File: src/rtl/signal_conflict_monitor.sv
// signal_conflict_monitor
// Watches the six lamp drives of a traffic_light controller for illegal
// combinations and forces the controller into flash when a conflict persists.
// A short glitch run is debounced (SUSPECT); a persistent one latches FAULT,
// and an operator clear followed by a run of legal cycles (RECOVER) releases
// the flash request again.
// Build option: define CONFLICT_MON_COUNT_EN to implement the saturating
// fault_count register; when undefined, fault_count is tied to zero.
module signal_conflict_monitor #(
    parameter int CONFLICT_CYCLES = 3,   // 1..15 consecutive violating edges
    parameter int CLEAR_CYCLES    = 8    // 1..255 consecutive legal edges
) (
    input  logic       clk,
    input  logic       reset,
    input  logic       NSG,
    input  logic       NSY,
    input  logic       NSR,
    input  logic       EWG,
    input  logic       EWY,
    input  logic       EWR,
    input  logic       flash_in,
    input  logic       clear,
    output logic       flash_req,
    output logic       fault,
    output logic [2:0] fault_code,
    output logic [7:0] fault_count
);

    localparam logic [3:0] CONFLICT_LIM = 4'(CONFLICT_CYCLES);
    localparam logic [7:0] CLEAR_LIM    = 8'(CLEAR_CYCLES);

    typedef enum logic [1:0] {
        ST_OK,
        ST_SUSPECT,
        ST_FAULT,
        ST_RECOVER
    } state_t;

    state_t     state_reg, state_next;
    logic [3:0] run_cnt_reg, run_cnt_next;
    logic [2:0] acc_reg, acc_next;
    logic [7:0] legal_cnt_reg, legal_cnt_next;
    logic       flash_req_next;
    logic       fault_next;
    logic [2:0] fault_code_next;

    logic       ns_one_lit;
    logic       ew_one_lit;
    logic       head_viol;
    logic       cross_viol;
    logic       flashpat_viol;
    logic [2:0] classes;
    logic       violation;

    // Classify the current lamp pattern; an odd XOR count minus the all-three
    // case gives "exactly one lamp lit" per head.
    always_comb begin
        ns_one_lit    = (NSG ^ NSY ^ NSR) & ~(NSG & NSY & NSR);
        ew_one_lit    = (EWG ^ EWY ^ EWR) & ~(EWG & EWY & EWR);
        head_viol     = ~flash_in & ~(ns_one_lit & ew_one_lit);
        cross_viol    = (NSG | NSY) & (EWG | EWY);
        flashpat_viol = flash_in &
                        ({NSG, NSY, NSR, EWG, EWY, EWR} != 6'b001001) &
                        ({NSG, NSY, NSR, EWG, EWY, EWR} != 6'b000000);
        classes       = {flashpat_viol, cross_viol, head_viol};
        violation     = |classes;
    end

    // Next-state and next-output logic; every output is computed here and
    // registered below so no input reaches an output combinationally.
    always_comb begin
        state_next      = state_reg;
        run_cnt_next    = run_cnt_reg;
        acc_next        = acc_reg;
        legal_cnt_next  = legal_cnt_reg;
        flash_req_next  = flash_req;
        fault_next      = fault;
        fault_code_next = fault_code;

        case (state_reg)
            ST_OK: begin
                if (violation) begin
                    if (CONFLICT_LIM == 4'd1) begin
                        state_next      = ST_FAULT;
                        fault_next      = 1'b1;
                        flash_req_next  = 1'b1;
                        fault_code_next = classes;
                        run_cnt_next    = 4'd0;
                        acc_next        = 3'd0;
                    end else begin
                        state_next   = ST_SUSPECT;
                        run_cnt_next = 4'd1;
                        acc_next     = classes;
                    end
                end
            end
            ST_SUSPECT: begin
                if (violation) begin
                    if (run_cnt_reg + 4'd1 == CONFLICT_LIM) begin
                        state_next      = ST_FAULT;
                        fault_next      = 1'b1;
                        flash_req_next  = 1'b1;
                        fault_code_next = acc_reg | classes;
                        run_cnt_next    = 4'd0;
                        acc_next        = 3'd0;
                    end else begin
                        run_cnt_next = run_cnt_reg + 4'd1;
                        acc_next     = acc_reg | classes;
                    end
                end else begin
                    // Glitch ended before the debounce limit: forget it.
                    state_next   = ST_OK;
                    run_cnt_next = 4'd0;
                    acc_next     = 3'd0;
                end
            end
            ST_FAULT: begin
                // An acknowledge is only honoured while the lamps are legal.
                if (clear && !violation) begin
                    state_next     = ST_RECOVER;
                    fault_next     = 1'b0;
                    legal_cnt_next = 8'd0;
                end
            end
            ST_RECOVER: begin
                if (violation) begin
                    state_next      = ST_FAULT;
                    fault_next      = 1'b1;
                    fault_code_next = classes;
                    legal_cnt_next  = 8'd0;
                end else if (legal_cnt_reg + 8'd1 == CLEAR_LIM) begin
                    state_next      = ST_OK;
                    flash_req_next  = 1'b0;
                    fault_code_next = 3'd0;
                    legal_cnt_next  = 8'd0;
                end else begin
                    legal_cnt_next = legal_cnt_reg + 8'd1;
                end
            end
            default: begin
                state_next = ST_OK;
            end
        endcase
    end

    // State, counters and registered outputs; reset discards any latched fault.
    always_ff @(posedge clk or negedge reset) begin
        if (!reset) begin
            state_reg     <= ST_OK;
            run_cnt_reg   <= 4'd0;
            acc_reg       <= 3'd0;
            legal_cnt_reg <= 8'd0;
            flash_req     <= 1'b0;
            fault         <= 1'b0;
            fault_code    <= 3'd0;
        end else begin
            state_reg     <= state_next;
            run_cnt_reg   <= run_cnt_next;
            acc_reg       <= acc_next;
            legal_cnt_reg <= legal_cnt_next;
            flash_req     <= flash_req_next;
            fault         <= fault_next;
            fault_code    <= fault_code_next;
        end
    end

`ifdef CONFLICT_MON_COUNT_EN
    logic       fault_entry;
    logic [7:0] fault_count_reg;

    assign fault_entry = (state_next == ST_FAULT) && (state_reg != ST_FAULT);

    // Count every entry into FAULT, holding at 255 rather than wrapping.
    always_ff @(posedge clk or negedge reset) begin
        if (!reset) begin
            fault_count_reg <= 8'd0;
        end else if (fault_entry && (fault_count_reg != 8'hFF)) begin
            fault_count_reg <= fault_count_reg + 8'd1;
        end
    end

    assign fault_count = fault_count_reg;
`else
    assign fault_count = 8'd0;
`endif

endmodule
File: config.mk
export PLATFORM = sky130hd
export DESIGN_NAME = signal_conflict_monitor
export DESIGN_NICKNAME = d
export VERILOG_FILES = /design/src/rtl/signal_conflict_monitor.sv
export SDC_FILE = /design/constraint.sdc
export NUM_CORES = 1
export LEC_CHECK = 0
export ABC_AREA = 1
export ABC_CLOCK_PERIOD_IN_PS = 2500
export BUFFER_PORTS_ARGS = -buffer_cell sky130_fd_sc_hd__buf_4
export CORE_MARGIN = 2
export CORE_UTILIZATION = 35
export CTS_CLUSTER_DIAMETER = 50
export CTS_CLUSTER_SIZE = 25
export DETAILED_ROUTE_END_ITERATION = 16
export PLACE_DENSITY = 0.56
export SLEW_MARGIN = 20
export SYNTH_ARGS = -nofsm -noshare
export SYNTH_HDL_FRONTEND = slang
export SYNTH_SLANG_ARGS = --single-unit
File: constraint.sdc
create_clock -name clk -period 2.5 [get_ports clk]
set_input_delay 0.5 -clock clk [delete_from_list [all_inputs] [get_ports clk]]
set_output_delay 0.5 -clock clk [all_outputs]
set_load 0.01 [all_outputs]
==> metrics.csv <==
metric;value;unit
status;completed;
post-synth cell types;30;
final hold violations;0;
Starting Density;0.358;
CP Max Fanout;6;
commonest non-fill, non-tap cell in the layout;nand2_1;
pwr dens;911;nW/um^2
Hold WC Path Type;in -> async;
number of H-tree levels;1;
cell area after layout;1740;sq um
root buf cell;clkbuf_8;
Yosys warning count;0;
largest net degree at the start of global routing;23;
Clock Power Share;0.211;
DR vias/cell;4.70;
Async SR Flop Fraction;1.00;
max-slew violations;0;
Post-CTS Repair Setup Buffers;0;
setup TNS;0;ns
actual slew at the worst max-slew pin;0.564;ns
top-area cell type share of the netlist area;0.359;
initial DRC count;55;
synth top area cells;dfrtp_1 (36%), nand2_1 (10%), ha_1 (6.5%);
Vias;1255;
die width;70.2;um
Post-synth EDFFs;0;
WP data arrival;1.99;ns
Routed Antenna Nets;0;
post_cts resized;0;
IO Port Bufs;14;
final period utilization;0.739;
syn_area_per_cell;7.71;sq um
Main synth FF type;dfrtp_1;
area leader, netlist;dfrtp_1;
R2R cell count;9;
Switching Fraction;0.407;
RR Endpoint;fault_code[2];
sw power;645;uW
post-synthesis instance total;199;
number of max-cap violations;0;
sequential-to-total area share from yosys stat;0.359;
# hold bufs at CTS;0;
Die ar.;4930;sq um
Nets;234;
worst vdd ir;0.382;mV
CTS sink cnt;22;
Power, Total;1.59;mW
drt total wl;2990;um
RSZ-0062 raised after global routing;no;
Slew headroom;0.623;
Startpoint Class;flop;
drt drc;0;
combinational power share;0.422;
GRT Util Overall;0.135;
grt total ovfl;0;
Worst Clk Skew;0.00349;ns
fraction of layout cells with a size suffix above 1;0.233;
Crit path required time;2.65;ns
Worst-Skew Late Latency;0.26;ns
R2R Setup Slk;0.65;ns
dpl hpwl;2290;um
worst flop-to-flop path startpoint;run_cnt_reg[1];
WL per Instance;11.2;um
Core Area;4290;sq um
Area growth syn-to-layout;13.3;%
initial antenna violation count;0;
Internal Power;940;uW
fillers;443;
Post-Syn Area;1540;sq um
Pleak;0.892;nW
Synth Register Bits;22;
first-pass GRT wire length;5390;um
Tmin final;1.85;ns
Vert. Die Dim;70.2;um
number of global-route vias before repair;1190;
Placement Cell Area;1670;sq um
first drt pass iteration count;4;
Largest register FFs;8;
Clock Path Buffers;2;
Top Ports;23;
Fmax;542;MHz
leading cell types in the layout, fill and taps excluded;nand2_1 (42), dfrtp_1 (22), inv_1 (19), nand3_1 (19), buf_4 (14);
clock-pin slew on the worst setup and hold paths;0.08;ns
# setup viols final;0;
CP endpoint kind;flop;
diode count;0;
Sequential Power Share;0.367;
routability cong.;0.840;
total CTS buffers;3;
worst setup path category;reg -> reg;
CTS tree;yes;
Rows;24;
-- cells in the mapped netlist, types with 2 or more instances --
master,instances
nand2_1,42
dfrtp_1,22
inv_1,19
nand3_1,19
nor2_1,13
nand2_2,12
a21oi_1,9
buf_4,8
ha_1,8
o21ai_0,7
inv_2,6
o21ai_1,5
nand3_2,4
nand4_1,4
nor2_2,3
nor2_4,3
nand3b_1,2
-- worst max path at each step --
stage                    end  slack [ns]      startpoint  cells past startpoint
6_report       fault_code[2]        0.65  run_cnt_reg[1]                      9
5_1_grt        fault_code[2]        0.46  run_cnt_reg[0]                      9
4_1_cts        fault_code[2]        0.65  run_cnt_reg[0]                      9
3_5_place_dp    state_reg[0]        0.44             EWY                     12
3_3_place_gp      acc_reg[1]        0.46             NSG                     12
2_1_floorplan   state_reg[0]        0.68             EWG                     11
-- layout make-up --
| class | count | area [sq um] | area share |
|---|---|---|---|
| repair buffers | 14 | 105 | 0.0604 |
| inverters | 25 | 93.8 | 0.0540 |
| well taps | 52 | 65.1 | 0.0374 |
| multi-input cells | 150 | 853 | 0.491 |
| clock buffers | 3 | 41.3 | 0.0237 |
| clock inverters | 1 | 30.0 | 0.0173 |
| flip-flops and latches | 22 | 551 | 0.317 |
-- worst max-delay path, cell delays in order (launching register included) --
cell and delay, ns:
dfrtp_1 0.44, ha_1 0.21, xnor2_1 0.19, nand2_1 0.09, nor2_2 0.21, nor2_2 0.08, nor2_1 0.19, nand3_2 0.17
nand2_1 0.09, o21ai_1 0.06
-- cells by family (layout without fill, tap and decap cells) --
logic type               count (synthesis)  after routing  synth area share
AND/OR/NAND/NOR                        105            105             0.356
buffers and inverters                   34             43             0.103
AO/OA/AOI/OAI                           28             28             0.109
flip-flops                              22             22             0.359
adder cells (fa/ha/maj)                  8              8            0.0652
other                                    1              8           0.00244
XOR/XNOR                                 1              1           0.00571
-- per-stage QoR --
step / hold slack [ns] / util / cells / worst slack (ns)
final: 0.109 / 0.405 / 267 / 0.654
after global routing: 0.116 / 0.405 / 267 / 0.465
after CTS: 0.118 / 0.405 / 267 / 0.648
after detailed placement: 0.410 / 0.388 / 263 / 0.442
after global placement: 0.407 / 0.388 / 263 / 0.457
after floorplan: 0.204 / - / 206 / 0.683
-- power groups by stage --
| stage | Clock [mW] | Combinational, mW | Sequential, mW |
|---|---|---|---|
| 3_3_place_gp | 0 | 0.672 | 0.590 |
| 4_1_cts | 0.339 | 0.674 | 0.583 |
| 3_5_place_dp | 0 | 0.669 | 0.588 |
| 6_report | 0.334 | 0.669 | 0.581 |
| 5_1_grt | 0.363 | 0.753 | 0.603 |
| 2_1_floorplan | 0 | 0.480 | 0.587 |
-- per-layer routing --
layer | share of wire | wire [um] | global-route usage | vias up
met5 | 0 | 0 | 0 | -
met4 | 0.019 | 57 | 0.0577 | 0
met3 | 0.033 | 98 | 0.0188 | 5
met2 | 0.43 | 1280 | 0.211 | 28
met1 | 0.52 | 1560 | 0.187 | 563
li1 | - | - | - | 659
Note: power is estimated with default switching activity, not from simulation.
